===== config.mk =====
export PLATFORM = sky130hd
export DESIGN_NAME = dsp_mac_sequencer
export DESIGN_NICKNAME = d
export VERILOG_FILES = /design/src/rtl/dsp_mac_sequencer.sv
export SDC_FILE = /design/constraint.sdc
export NUM_CORES = 1
export LEC_CHECK = 0
export BUFFER_PORTS_ARGS = -buffer_cell sky130_fd_sc_hd__buf_4
export CAP_MARGIN = 20
export CORE_MARGIN = 2
export CORE_UTILIZATION = 30
export CTS_BUF_LIST = sky130_fd_sc_hd__clkbuf_8
export CTS_CLUSTER_DIAMETER = 60
export CTS_CLUSTER_SIZE = 30
export DETAILED_ROUTE_END_ITERATION = 10
export GPL_TIMING_DRIVEN = 0
export HOLD_SLACK_MARGIN = 0.1
export PLACE_DENSITY = 0.51
export SYNTH_ARGS = -nofsm -noshare
export SYNTH_HDL_FRONTEND = slang
export SYNTH_SLANG_ARGS = --single-unit

===== constraint.sdc =====
create_clock -name clk -period 6.36 [get_ports clk]
set_input_delay 0.636 -clock clk [delete_from_list [all_inputs] [get_ports clk]]
set_output_delay 0.636 -clock clk [all_outputs]
set_load 0.01 [all_outputs]

===== src/rtl/dsp_mac_sequencer.sv =====
`default_nettype none
// ============================================================================
// Module   : dsp_mac_sequencer
// Function : Job-level controller for one DSP MAC slice. It accepts a
//            dot-product job descriptor and issues operand pairs to the
//            slice. When the operand stream has a gap, it drains the slice
//            and re-seeds it with the shifted partial sum. It returns one
//            accumulated result per job.
// Revision : 1.0 - initial release
// ============================================================================
module dsp_mac_sequencer #(
  parameter int N  = 9,
  parameter int M  = 9,
  parameter int LW = 8
) (
  input  logic           clk,
  input  logic           rst_n,
  // job descriptor
  input  logic           cfg_valid,
  output logic           cfg_ready,
  input  logic [1:0]     cfg_mode,
  input  logic [LW-1:0]  cfg_len,
  input  logic [1:0]     cfg_shift,
  input  logic [N+M-1:0] cfg_init,
  // operand stream
  input  logic           op_valid,
  output logic           op_ready,
  input  logic [N-1:0]   op_a,
  input  logic [M-1:0]   op_b,
  // result
  output logic           res_valid,
  input  logic           res_ready,
  output logic [N+M-1:0] res_data,
  output logic           busy,
  // DSP slice control
  output logic           dsp_start,
  output logic           dsp_mac,
  output logic [1:0]     dsp_mode,
  output logic [1:0]     dsp_barrel_shifter,
  output logic [N-1:0]   dsp_aa,
  output logic [M-1:0]   dsp_bb,
  output logic [N+M-1:0] dsp_cc,
  input  logic [N+M-1:0] dsp_out,
  input  logic           dsp_valid
);

  localparam int             c_w            = N + M;
  localparam logic [1:0]     c_mode_illegal = 2'b11;
  localparam logic [LW-1:0]  c_len_one      = LW'(1);

  typedef enum logic [1:0] {
    S_IDLE   = 2'd0,
    S_RUN    = 2'd1,
    S_DRAIN  = 2'd2,
    S_RESULT = 2'd3
  } state_e;

  state_e         state_q, state_d;
  logic [1:0]     mode_q, mode_d;
  logic [1:0]     shift_q, shift_d;
  logic [LW-1:0]  rem_q, rem_d;
  logic [2:0]     outst_q, outst_d;
  logic [c_w-1:0] seed_q, seed_d;
  logic [c_w-1:0] partial_q, partial_d;
  logic [c_w-1:0] res_q, res_d;

  logic           w_issue;
  logic           w_accept;

  // Registers for state, job fields, counters, seed, partial sum and result.
  // Reset clears everything, so the sequencer drops slice results that are still in flight.
  always_ff @(posedge clk or negedge rst_n) begin
    if (!rst_n) begin
      state_q   <= S_IDLE;
      mode_q    <= '0;
      shift_q   <= '0;
      rem_q     <= '0;
      outst_q   <= '0;
      seed_q    <= '0;
      partial_q <= '0;
      res_q     <= '0;
    end else begin
      state_q   <= state_d;
      mode_q    <= mode_d;
      shift_q   <= shift_d;
      rem_q     <= rem_d;
      outst_q   <= outst_d;
      seed_q    <= seed_d;
      partial_q <= partial_d;
      res_q     <= res_d;
    end
  end

  // Next-state logic, handshakes and counter updates.
  // A mode-00 result returns in its own issue cycle, so that issue makes dsp_valid count
  // even when outstanding is zero.
  always_comb begin
    state_d   = state_q;
    mode_d    = mode_q;
    shift_d   = shift_q;
    rem_d     = rem_q;
    seed_d    = seed_q;
    partial_d = partial_q;
    res_d     = res_q;
    cfg_ready = 1'b0;
    res_valid = 1'b0;

    op_ready  = (state_q == S_RUN) && (rem_q != '0);
    w_issue   = op_ready && op_valid;
    w_accept  = dsp_valid && ((outst_q != 3'd0) || w_issue);
    outst_d   = outst_q + {2'b00, w_issue} - {2'b00, w_accept};

    if (w_accept) begin
      partial_d = dsp_out;
    end
    if (w_issue) begin
      rem_d = rem_q - c_len_one;
    end

    case (state_q)
      S_IDLE: begin
        cfg_ready = 1'b1;
        if (cfg_valid) begin
          mode_d  = cfg_mode;
          shift_d = cfg_shift;
          rem_d   = cfg_len;
          seed_d  = cfg_init;
          if ((cfg_len == '0) || (cfg_mode == c_mode_illegal)) begin
            res_d   = cfg_init;
            state_d = S_RESULT;
          end else begin
            state_d = S_RUN;
          end
        end
      end
      S_RUN: begin
        if (!w_issue) begin
          // A segment that ends with nothing in flight and no pairs left is
          // already complete (mode 00). Report it without a drain cycle.
          if ((outst_q == 3'd0) && (rem_q == '0)) begin
            res_d   = partial_q;
            state_d = S_RESULT;
          end else begin
            state_d = S_DRAIN;
          end
        end
      end
      S_DRAIN: begin
        if (outst_q == 3'd0) begin
          if (rem_q == '0) begin
            res_d   = partial_q;
            state_d = S_RESULT;
          end else begin
            // The next segment starts from the shifted partial sum. This
            // keeps the per-step shift across the break.
            seed_d  = $signed(partial_q) >>> shift_q;
            state_d = S_RUN;
          end
        end
      end
      S_RESULT: begin
        res_valid = 1'b1;
        if (res_ready) begin
          state_d = S_IDLE;
        end
      end
      default: begin
        state_d = S_IDLE;
      end
    endcase
  end

  // Slice issue controls. All slice data is forced to zero on cycles with no issue.
  assign dsp_start          = w_issue;
  assign dsp_mac            = w_issue;
  assign dsp_aa             = w_issue ? op_a   : '0;
  assign dsp_bb             = w_issue ? op_b   : '0;
  assign dsp_cc             = w_issue ? seed_q : '0;
  assign dsp_mode           = mode_q;
  assign dsp_barrel_shifter = shift_q;
  assign busy               = (state_q != S_IDLE);
  assign res_data           = res_q;

endmodule
`default_nettype wire


==> metrics, run 1 <==
number of setup buffers added after CTS 0; worst-margin pin slew 930 ps; worst IR drop on VDD 0.000190 V; final-report max-slew violation count 0; worst hold path class in2async; Final Worst Setup Slack between 3000 and 4000 ps; post-route cell area 5560 um2; max-cap viol count 0; average footprint of a synthesized cell 11.9 um2; # fillers 1338; number of hold violations in the final report 0; top-level port count 136; Final Instance Count excl. Fillers 673; count of routing violations after the opening detailed-route iteration about 100; Hold Buf Count CTS 0; final HPWL from detailed placement 8.22 mm; kind of end point of the critical path register; crit-path cells nor4_4, a31oi_2, buf_6, o21ai_4, buf_8, inv_1, ha_1, inv_1, ha_1, fa_1, xnor2_1; share of synthesized area occupied by flip-flops and latches 43.1%; clock transition at the registers of the reported paths 80 ps; Pre-Repair DR Iteration Count 4; Post-Place Worst Slack approximately 3300 ps; number of clock sinks seen by CTS 71; overall die width roughly 120 um; last weighted congestion value of the routability-driven placer around 0.78; critical path class reg2reg; average wire per standard cell 16.1 um; Worst Path Required between 6000 and 7000 ps; Fin Clk Skew 10.8 ps; Detail Route Antenna Nets 0; DRC violations left 0; largest net degree at the start of global routing 72; overall routing resource usage between 10% and 20%; Register-to-Register Path Depth 11; portion of netlist area occupied by mux cells 29.9%; number of antenna violations at the first check in global routing 0; Crit path largest cell delay 440 ps; Critical-path top delay cell sky130_fd_sc_hd__dfrtp_1; Area growth, synth to finish 35.0%; setup repair after global routing missed its margin no; Power Density 492 nW/um2; ranking of synthesized cells by instance count 71 x sky130_fd_sc_hd__dfrtp_1, 51 x sky130_fd_sc_hd__mux2_2, 37 x sky130_fd_sc_hd__and2_1, 24 x sky130_fd_sc_hd__nand2_1, 20 x sky130_fd_sc_hd__o21ai_0; Syn Inst Count 346; achievable clock frequency 0.332 GHz; most used standard cell by instance count after synthesis sky130_fd_sc_hd__dfrtp_1; leading cell types by total area after synthesis sky130_fd_sc_hd__dfrtp_1 43%, sky130_fd_sc_hd__mux2_2 14%, sky130_fd_sc_hd__mux4_2 8.2%; global-route wire length before repair 17.0 mm; Core Box Area 13300 um2; P_leak 2.56 nW; clock tree from TritonCTS built; #FFs+latches synth 71; detailed-route via count 3156; number of distinct library cells after synthesis 42; minimum period implied by the final worst setup slack 3010 ps; routed via count divided by cell count 4.69; maximum net fanout on the critical path 10; cells resized by post-CTS repair 0; combinational family with the most area after synthesis multiplexers; Diodes inserted 0; worst-skew pair later-pin latency 360 ps; combined area of all synthesized cells 4120 um2; starting density of the core 30.9%; maximum count of clock buffers along a single path 2; number of enable-type register cells in the synthesized netlist 0; setup TNS after final layout 0 ps; fraction of layout cells with a size suffix above 1 48.9%; synthesized netlist net count 426; Arrival @ worst endpoint 3260 ps; top-area cell type share of the netlist area 43.1%; leading register cell type out of synthesis sky130_fd_sc_hd__dfrtp_1; TritonCTS Buffers 9; XOR/XNOR share of the synthesized area roughly 1.7%; nets@finish ~570; post-synthesis share of cell area spent on full adders, half adders and majority gates under 10%; count of port buffers added during placement 135; placed cell area 5360 um2; slew margin rel. 38.0%; FP Rows 42; drt total wl between 10 and 15 mm; global-route congestion overflow total 0; count of final setup violators 0; Root Buffer Master sky130_fd_sc_hd__clkbuf_8; startpoint type of the worst setup path register; Die Outline Area 14700 um2; Synth warnings 0; result of the run completed; number of global-route vias before repair 3222; Synth Area in Simple Gates 12.5%; deepest level of the CTS H-tree 3; cell taking the most area after synthesis sky130_fd_sc_hd__dfrtp_1; complex-gate fraction of the synthesized area under 10%; share of the clock period used by the worst path 47.4%; share of synthesized registers carrying an async set or reset 100%; Placed Cells incl. Taps approximately 660; chip height 121 um; power after layout 2.74 mW
## worst max-delay path, delay by kind of cell (launching register included)
family	cells	cell delay, ps
flip-flops	1	440
adder cells (fa/ha/maj)	3	820
AND/OR/NAND/NOR	1	400
XOR/XNOR	1	130
buffers and inverters	4	490
AO/OA/AOI/OAI	2	610
## per-layer routing
metal	GRT usage, %	part of all wire, %	up-vias
met5	0	0	-
met4	5.82	1.3	0
met3	3.10	5.3	11
met2	23.7	47	98
met1	20.5	46	1530
li1	-	-	1517
## registers in the layout, summed over array words and instances, names as in the netlist
| signal | count |
|---|---|
| dsp_mode | 2 |
| res_data | 18 |
| state_q | 2 |
| outst_q | 3 |
| rem_q | 8 |
| seed_q | 18 |
| dsp_barrel_shifter | 2 |
| partial_q | 18 |
## stage by stage
step	hold slack, ps	util (%)
floorplan	340	-
global placement	454	40.1
detailed placement	461	40.1
CTS	452	41.7
global route	477	41.7
finish	400	41.7
## path summary, 6_finish.rpt
kind	start	end	slack, ps
max	rem_q[5]	outst_q[2]	3350
min	rst_n	state_q[0]	400
max reg2reg	rem_q[5]	outst_q[2]	3350
min reg2reg	seed_q[8]	seed_q[8]	470
max in group asynchronous	rst_n	partial_q[17]	5340
min in group clk	seed_q[8]	seed_q[8]	470
## report_power, final
group	total (mW)	switching, mW	internal (mW)
Clock	0.384	0.173	0.211
Sequential	0.834	0.166	0.668
Combinational	1.52	0.691	0.827
Total	2.74	1.03	1.70
## area by class of cell
type                    count  area (um2)  share of cell area [%]
clock buffers              12         165                    2.97
flip-flops and latches     71        1780                    31.9
inverters                  12        45.0                   0.810
repair buffers            135        1010                    18.2
plain buffers              21         123                    2.20
well taps                 176         220                    3.96
multi-input cells         242        2180                    39.1
clock inverters             4        43.8                   0.787
## cell usage in the layout (no fill, tap or decap), types with 5 or more instances in the layout
cell type                  synthesis  final
sky130_fd_sc_hd__mux2_4           10     10
sky130_fd_sc_hd__clkbuf_8          0     12
sky130_fd_sc_hd__inv_1            12     13
sky130_fd_sc_hd__ha_1              7      7
sky130_fd_sc_hd__mux4_2           15     15
sky130_fd_sc_hd__clkbuf_1         11     11
sky130_fd_sc_hd__mux2_2           51     51
sky130_fd_sc_hd__nor2_1           15     15
sky130_fd_sc_hd__xor2_1            5      5
sky130_fd_sc_hd__mux2i_1          17     17
sky130_fd_sc_hd__buf_4             1    136
sky130_fd_sc_hd__buf_2             5      5
sky130_fd_sc_hd__dfrtp_1          71     71
sky130_fd_sc_hd__o21ai_0          20     20
sky130_fd_sc_hd__nand2_1          24     24
sky130_fd_sc_hd__a21oi_1           9      9
sky130_fd_sc_hd__and2_1           37     37
## logic make-up (layout without fill, tap and decap cells)
family                   after synthesis  count (layout)
multiplexers                          93              93
AND/OR/NAND/NOR                       92              92
flip-flops                            71              71
AO/OA/AOI/OAI                         41              41
buffers and inverters                 33             184
adder cells (fa/ha/maj)                8               8
XOR/XNOR                               8               8
No activity file was read; power rests on OpenSTA's default activity.
==> inputs of run 2 (changes only) <==
- PLACE_DENSITY: 0.51 -> 0.53
- clock period: 6.36 -> 2.7 ns (I/O delays scaled with it)
==> run 2 against run 1 <==
Final cell count up 0.45%. Total power up 130%. Global-route usage up 0.53 points. Hold slack worse by 260 ps. Sequential power up 140%. Clock-buffer cell count down 2. Register-to-register slack worse by 3200 ps. Design area about the same. Clock power up 88%. Die area unchanged. Combinational power up 140%. Worst setup slack worse by 3200 ps. Critical path type unchanged. Largest cell class unchanged. Highest routed layer unchanged.
==> metrics, run 2 (same netlist as run 1, synthesis figures left out) <==
slew margin rel. 38.5% (+0.51 points); achievable clock frequency 0.390 GHz (+18%); detailed-route via count 3150 (-0.19%); final HPWL from detailed placement 8.40 mm (+2.1%); final-report max-slew violation count 0 (unchanged); count of port buffers added during placement 135 (unchanged); chip height 121 um (unchanged); Pre-Repair DR Iteration Count 4 (unchanged); number of global-route vias before repair 3277 (+1.7%); top-level port count 136 (unchanged); Worst Path Required 2940 ps (-3670 ps); max-cap viol count 0 (unchanged); FP Rows 42 (unchanged); deepest level of the CTS H-tree 3 (unchanged); Fin Clk Skew 4.43 ps (-6.40 ps); count of routing violations after the opening detailed-route iteration 131 (+28%); Power Density 1130 nW/um2 (+130%); worst-skew pair later-pin latency 360 ps (about the same); maximum net fanout on the critical path 10 (unchanged); number of clock sinks seen by CTS 71 (unchanged); placed cell area 5360 um2 (unchanged); setup slack of the most critical reg-to-reg path 130 ps (-3210 ps); Die Outline Area 14700 um2 (unchanged); Root Buffer Master sky130_fd_sc_hd__clkbuf_8; Detail Route Antenna Nets 0 (unchanged); worst IR drop on VDD 0.000472 V (+150%); hold path startpoint dsp_out[8]; # fillers 1314 (-1.8%); critical path class reg2reg; worst hold path class in2reg; post-route cell area 5560 um2 (about the same); setup TNS after final layout 0 ps (unchanged); share of the clock period used by the worst path 95.0% (+48 points); Fin Hold WS 141 ps (-259 ps); clock transition at the registers of the reported paths 70 ps (about the same); last weighted congestion value of the routability-driven placer 0.760 (-3.1%); count of final setup violators 0 (unchanged); kind of end point of the critical path register; overall routing resource usage 15.6% (+0.53 points); global-route congestion overflow total 0 (unchanged); leading cell type in the layout, fill and taps excluded sky130_fd_sc_hd__buf_4; most used cells in the layout excluding fill and tap cells 139 x sky130_fd_sc_hd__buf_4, 70 x sky130_fd_sc_hd__dfrtp_1, 51 x sky130_fd_sc_hd__mux2_2, 37 x sky130_fd_sc_hd__and2_1, 24 x sky130_fd_sc_hd__nand2_1; drt total wl 11.0 mm (+1.3%); number of hold violations in the final report 0 (unchanged); overall die width 121 um (unchanged); TritonCTS Buffers 9 (unchanged); Register-to-Register Path Depth 11 (unchanged); Diodes inserted 0 (unchanged); P_leak 2.58 nW (+0.53%); Worst R2R Start rem_q[4]; number of antenna violations at the first check in global routing 0 (unchanged); largest net degree at the start of global routing 72 (unchanged); worst-margin pin slew 923 ps (-7.71 ps); Arrival @ worst endpoint 2810 ps (-450 ps); fraction of layout cells with a size suffix above 1 49.6% (+0.71 points); Core Box Area 13300 um2 (unchanged); routed via count divided by cell count 4.66 (-0.63%); maximum count of clock buffers along a single path 2 (unchanged); result of the run completed; global-route wire length before repair 17.5 mm (+2.9%); starting density of the core 30.9% (unchanged); crit-path cells nor4_4, a31oi_4, buf_6, o21ai_4, buf_8, inv_1, ha_1, inv_1, ha_1, fa_1, xnor2_1; setup repair after global routing missed its margin no; nets@finish 576 (+0.70%); hold path depth 2; DRC violations left 0 (unchanged); startpoint type of the worst setup path register; average wire per standard cell 16.3 um (+0.83%); Area growth, synth to finish 35.0% (about the same); minimum period implied by the final worst setup slack 2570 ps (-449 ps); utilization after layout 41.7% (about the same); launching instance or port of the critical path rem_q[4]; Crit path largest cell delay 430 ps (about the same); Critical-path top delay cell sky130_fd_sc_hd__dfrtp_1; clock tree from TritonCTS built
-- run 2: changes by cell type in the layout (fill, tap and decap cells not counted), moves of 2 or more --
cell | before | now
sky130_fd_sc_hd__clkbuf_1 | 11 | 7
sky130_fd_sc_hd__clkbuf_2 | 0 | 4
sky130_fd_sc_hd__buf_4 | 136 | 139
sky130_fd_sc_hd__inv_1 | 13 | 16
sky130_fd_sc_hd__clkbuf_8 | 12 | 10
-- run 2: where the power goes --
group	internal [mW]	leakage [nW]	total, mW	switching, mW
Clock	0.339	0.0971	0.721	0.382
Sequential	1.58	0.838	1.96	0.389
Combinational	1.97	1.64	3.61	1.64
-- run 2: path summary, 6_finish.rpt --
| path | to |
|---|---|
| max | outst_q[2] |
| min | partial_q[8] |
| max reg2reg | outst_q[2] |
| min reg2reg | seed_q[0] |
| max in group asynchronous | rem_q[5] |
| min in group asynchronous | state_q[0] |
-- run 2: per-stage QoR --
step	total power, mW	std cells	worst slack (ps)
6_report	6.30	676	135
5_1_grt	6.84	676	41.8
3_5_place_dp	5.61	657	-294
4_1_cts	6.38	675	35.2
2_1_floorplan	4.44	346	19.8
3_3_place_gp	5.54	657	-301
-- run 2: area by class of cell --
cell class | instances | area (um2) | area share, %
clock buffers | 10 | 138 | 2.47
plain buffers | 21 | 128 | 2.29
multi-input cells | 242 | 2190 | 39.3
repair buffers | 139 | 1050 | 18.8
clock inverters | 5 | 20.0 | 0.360
inverters | 12 | 45.0 | 0.810
flip-flops and latches | 71 | 1780 | 32.0
well taps | 176 | 220 | 3.96
-- run 2: repair_timing --
action                                 CTS  global route
endpoints found under the hold margin   71             0
pin swaps                                2             1
resized for setup                        2             8
hold buffers                             1             0
setup buffers                            2             1
setup endpoints to repair                6            29
-- run 2: metal layers --
metal | track usage (%) | wire (um)
met1 | 20.3 | 4890
met2 | 24.7 | 5200
met3 | 4.70 | 739
met4 | 5.39 | 159
met5 | 0 | 0
-- run 2: critical path: cells and delay by family (launching register included) --
family	cells	cell delay, ps
AO/OA/AOI/OAI	2	320
XOR/XNOR	1	140
adder cells (fa/ha/maj)	3	820
buffers and inverters	4	360
flip-flops	1	430
AND/OR/NAND/NOR	1	370
==> inputs of run 3 (changes only) <==
- PLACE_DENSITY: 0.53 -> not set
- PLACE_DENSITY_LB_ADDON: not set -> 0.25
- clock period: 2.7 -> 3.33 ns (I/O delays scaled with it)
==> run 3 against run 2 <==
Final cell count fell by 0.59%. Design area fell by 0.56%. Clock skew rose by 4.4 ps. Fmax fell by 15%. Non-clock buffer count fell by 4. First-iteration DRC count rose by 18%. Largest power group unchanged. Utilization fell by 0.23 points. Critical endpoint unchanged. Clock-buffer cell count rose by 2. Critical path depth did not move. Worst setup slack improved by 180 ps. Via count rose by 2.3%.
==> metrics, run 3 (same netlist as run 1, synthesis figures left out) <==
result of the run completed; setup slack of the most critical reg-to-reg path 310 ps (+180 ps); Hold Buf Count CTS 0 (-1); Clock power frac 12.4% (+1.0 points); Critical Path Sink outst_q[2]; Die Outline Area 14700 um2 (unchanged); overall routing resource usage 14.8% (-0.75 points); Root Buffer Master sky130_fd_sc_hd__clkbuf_8; Worst R2R Start rem_q[4]; clock transition at the registers of the reported paths 70 ps (about the same); # fillers 1330 (+1.2%); FP Rows 42 (unchanged); clock tree from TritonCTS built; critical path class reg2reg; worst IR drop on VDD 0.000377 V (-20%); drt total wl 10.7 mm (-2.8%); final-report max-slew violation count 0 (unchanged); starting density of the core 30.9% (unchanged); most used cells in the layout excluding fill and tap cells 136 x sky130_fd_sc_hd__buf_4, 71 x sky130_fd_sc_hd__dfrtp_1, 51 x sky130_fd_sc_hd__mux2_2, 37 x sky130_fd_sc_hd__and2_1, 24 x sky130_fd_sc_hd__nand2_1; Worst Path Required 3600 ps (+660 ps); largest net degree at the start of global routing 72 (unchanged); overall die width 121 um (unchanged); TritonCTS Buffers 9 (unchanged); nets@finish 572 (-0.69%); Detail Route Antenna Nets 0 (unchanged); maximum net fanout on the critical path 10 (unchanged); number of global-route vias before repair 3212 (-2.0%); Diodes inserted 0 (unchanged); Internal Pwr Total 3.17 mW (-18%); Fin Clk Skew 8.82 ps (+4.40 ps); Register-to-Register Path Depth 11 (unchanged); share of the clock period used by the worst path 90.6% (-4.5 points); leading cell type in the layout, fill and taps excluded sky130_fd_sc_hd__buf_4; launching instance or port of the critical path rem_q[4]; DRC violations left 0 (unchanged); post-route cell area 5530 um2 (-0.56%); count of routing violations after the opening detailed-route iteration 155 (+18%); endpoint of the worst register-to-register path outst_q[2]; count of final setup violators 0 (unchanged); number of setup buffers added after CTS 0 (-2); number of clock sinks seen by CTS 71 (unchanged); Net Sw Power 1.95 mW (-19%); final HPWL from detailed placement 8.17 mm (-2.7%); last weighted congestion value of the routability-driven placer 0.773 (+1.7%); area of combinational cells with multiple inputs 2180 um2 (-0.51%); slew margin rel. 37.7% (-0.80 points); Area growth, synth to finish 34.2%; kind of end point of the critical path register; top-level port count 136 (unchanged); worst-skew pair later-pin latency 350 ps (about the same); worst hold path class in2async; startpoint type of the worst setup path register; maximum count of clock buffers along a single path 2 (unchanged); detailed-route via count 3223 (+2.3%); relative contribution of combinational cells to total power 56.7% (-0.7 points); fraction of layout cells with a size suffix above 1 48.4% (-1.2 points); count of port buffers added during placement 135 (unchanged); worst-margin pin slew 935 ps (+11.9 ps); average wire per standard cell 15.9 um (-2.2%); Arrival @ worst endpoint 3290 ps (+480 ps); setup repair after global routing missed its margin no; Pre-Repair DR Iteration Count 4 (unchanged); placed cell area 5360 um2 (unchanged); max-cap viol count 0 (unchanged); area taken by flip-flops and latches 1780 um2 (about the same); Core Box Area 13300 um2 (unchanged); share of total power consumed by net switching 38.1% (-0.17 points); minimum period implied by the final worst setup slack 3020 ps (+450 ps); chip height 121 um (unchanged); sequential cell fraction of total power 31.0% (-0.2 points); setup TNS after final layout 0 ps (unchanged); P_leak 2.55 nW (-0.97%); deepest level of the CTS H-tree 3 (unchanged); routed via count divided by cell count 4.80 (+2.9%); achievable clock frequency 0.332 GHz (-15%); global-route congestion overflow total 0 (unchanged); number of hold violations in the final report 0 (unchanged); number of antenna violations at the first check in global routing 0 (unchanged); global-route wire length before repair 16.8 mm (-3.8%); Power Density 927 nW/um2 (-18%); cells resized by post-CTS repair 0 (-2)
==> run 3: cell type report <==
class | count | share of cell area, %
Buffer | 21 | 2.22
Inverter | 12 | 0.814
Multi-Input combinational cell | 242 | 39.4
Sequential cell | 71 | 32.1
Clock buffer | 12 | 2.99
Timing Repair Buffer | 135 | 18.3
Tap cell | 176 | 3.98
Clock inverter | 3 | 0.204
==> run 3: through the flow <==
step | cells | worst slack (ps) | hold slack [ps] | utilization (%) | total power [mW]
4_1_cts | 672 | 284 | 152 | 41.4 | 5.20
5_1_grt | 672 | 78.6 | 172 | 41.4 | 5.53
3_3_place_gp | 657 | 341 | 455 | 40.1 | 4.48
6_report | 672 | 315 | 95.5 | 41.4 | 5.13
3_5_place_dp | 657 | 301 | 466 | 40.1 | 4.55
2_1_floorplan | 346 | 650 | 37.4 | - | 3.60
==> run 3: power by group through the flow <==
| stage | combinational, mW | sequential, mW | clock [mW] |
|---|---|---|---|
| floorplan | 2.01 | 1.58 | 0 |
| global placement | 2.88 | 1.59 | 0 |
| detailed placement | 2.95 | 1.61 | 0 |
| CTS | 2.95 | 1.59 | 0.654 |
| global route | 3.19 | 1.65 | 0.682 |
| finish | 2.91 | 1.59 | 0.634 |
==> run 3: worst min path at each step <==
| stage | start | to | slack, ps | cells past startpoint |
|---|---|---|---|---|
| floorplan | rst_n | dsp_barrel_shifter[0] | 40 | 0 |
| global placement | seed_q[2] | seed_q[2] | 460 | 2 |
| detailed placement | seed_q[4] | seed_q[4] | 470 | 2 |
| CTS | rst_n | state_q[0] | 150 | 1 |
| global route | rst_n | state_q[0] | 170 | 1 |
| finish | rst_n | state_q[0] | 100 | 1 |
==> run 3: worst max-delay path, cell delays in order, from the launching register on <==
cell	delay [ps]
sky130_fd_sc_hd__dfrtp_1	430
sky130_fd_sc_hd__nor4_4	420
sky130_fd_sc_hd__a31oi_2	190
sky130_fd_sc_hd__buf_6	180
sky130_fd_sc_hd__o21ai_4	410
sky130_fd_sc_hd__buf_8	210
sky130_fd_sc_hd__inv_1	50
sky130_fd_sc_hd__ha_1	260
sky130_fd_sc_hd__inv_1	40
sky130_fd_sc_hd__ha_1	180
sky130_fd_sc_hd__fa_1	370
sky130_fd_sc_hd__xnor2_1	180
==> run 3: metal layers <==
layer / part of all wire [%] / wire length [um] / vias to the layer above / global-route usage [%]
met4: 1.6 / 171 / 0 / 5.03
met1: 44 / 4680 / 1565 / 19.6
met5: 0 / 0 / - / 0
li1: - / - / 1517 / -
met3: 8.0 / 854 / 16 / 4.23
met2: 47 / 4970 / 125 / 23.5
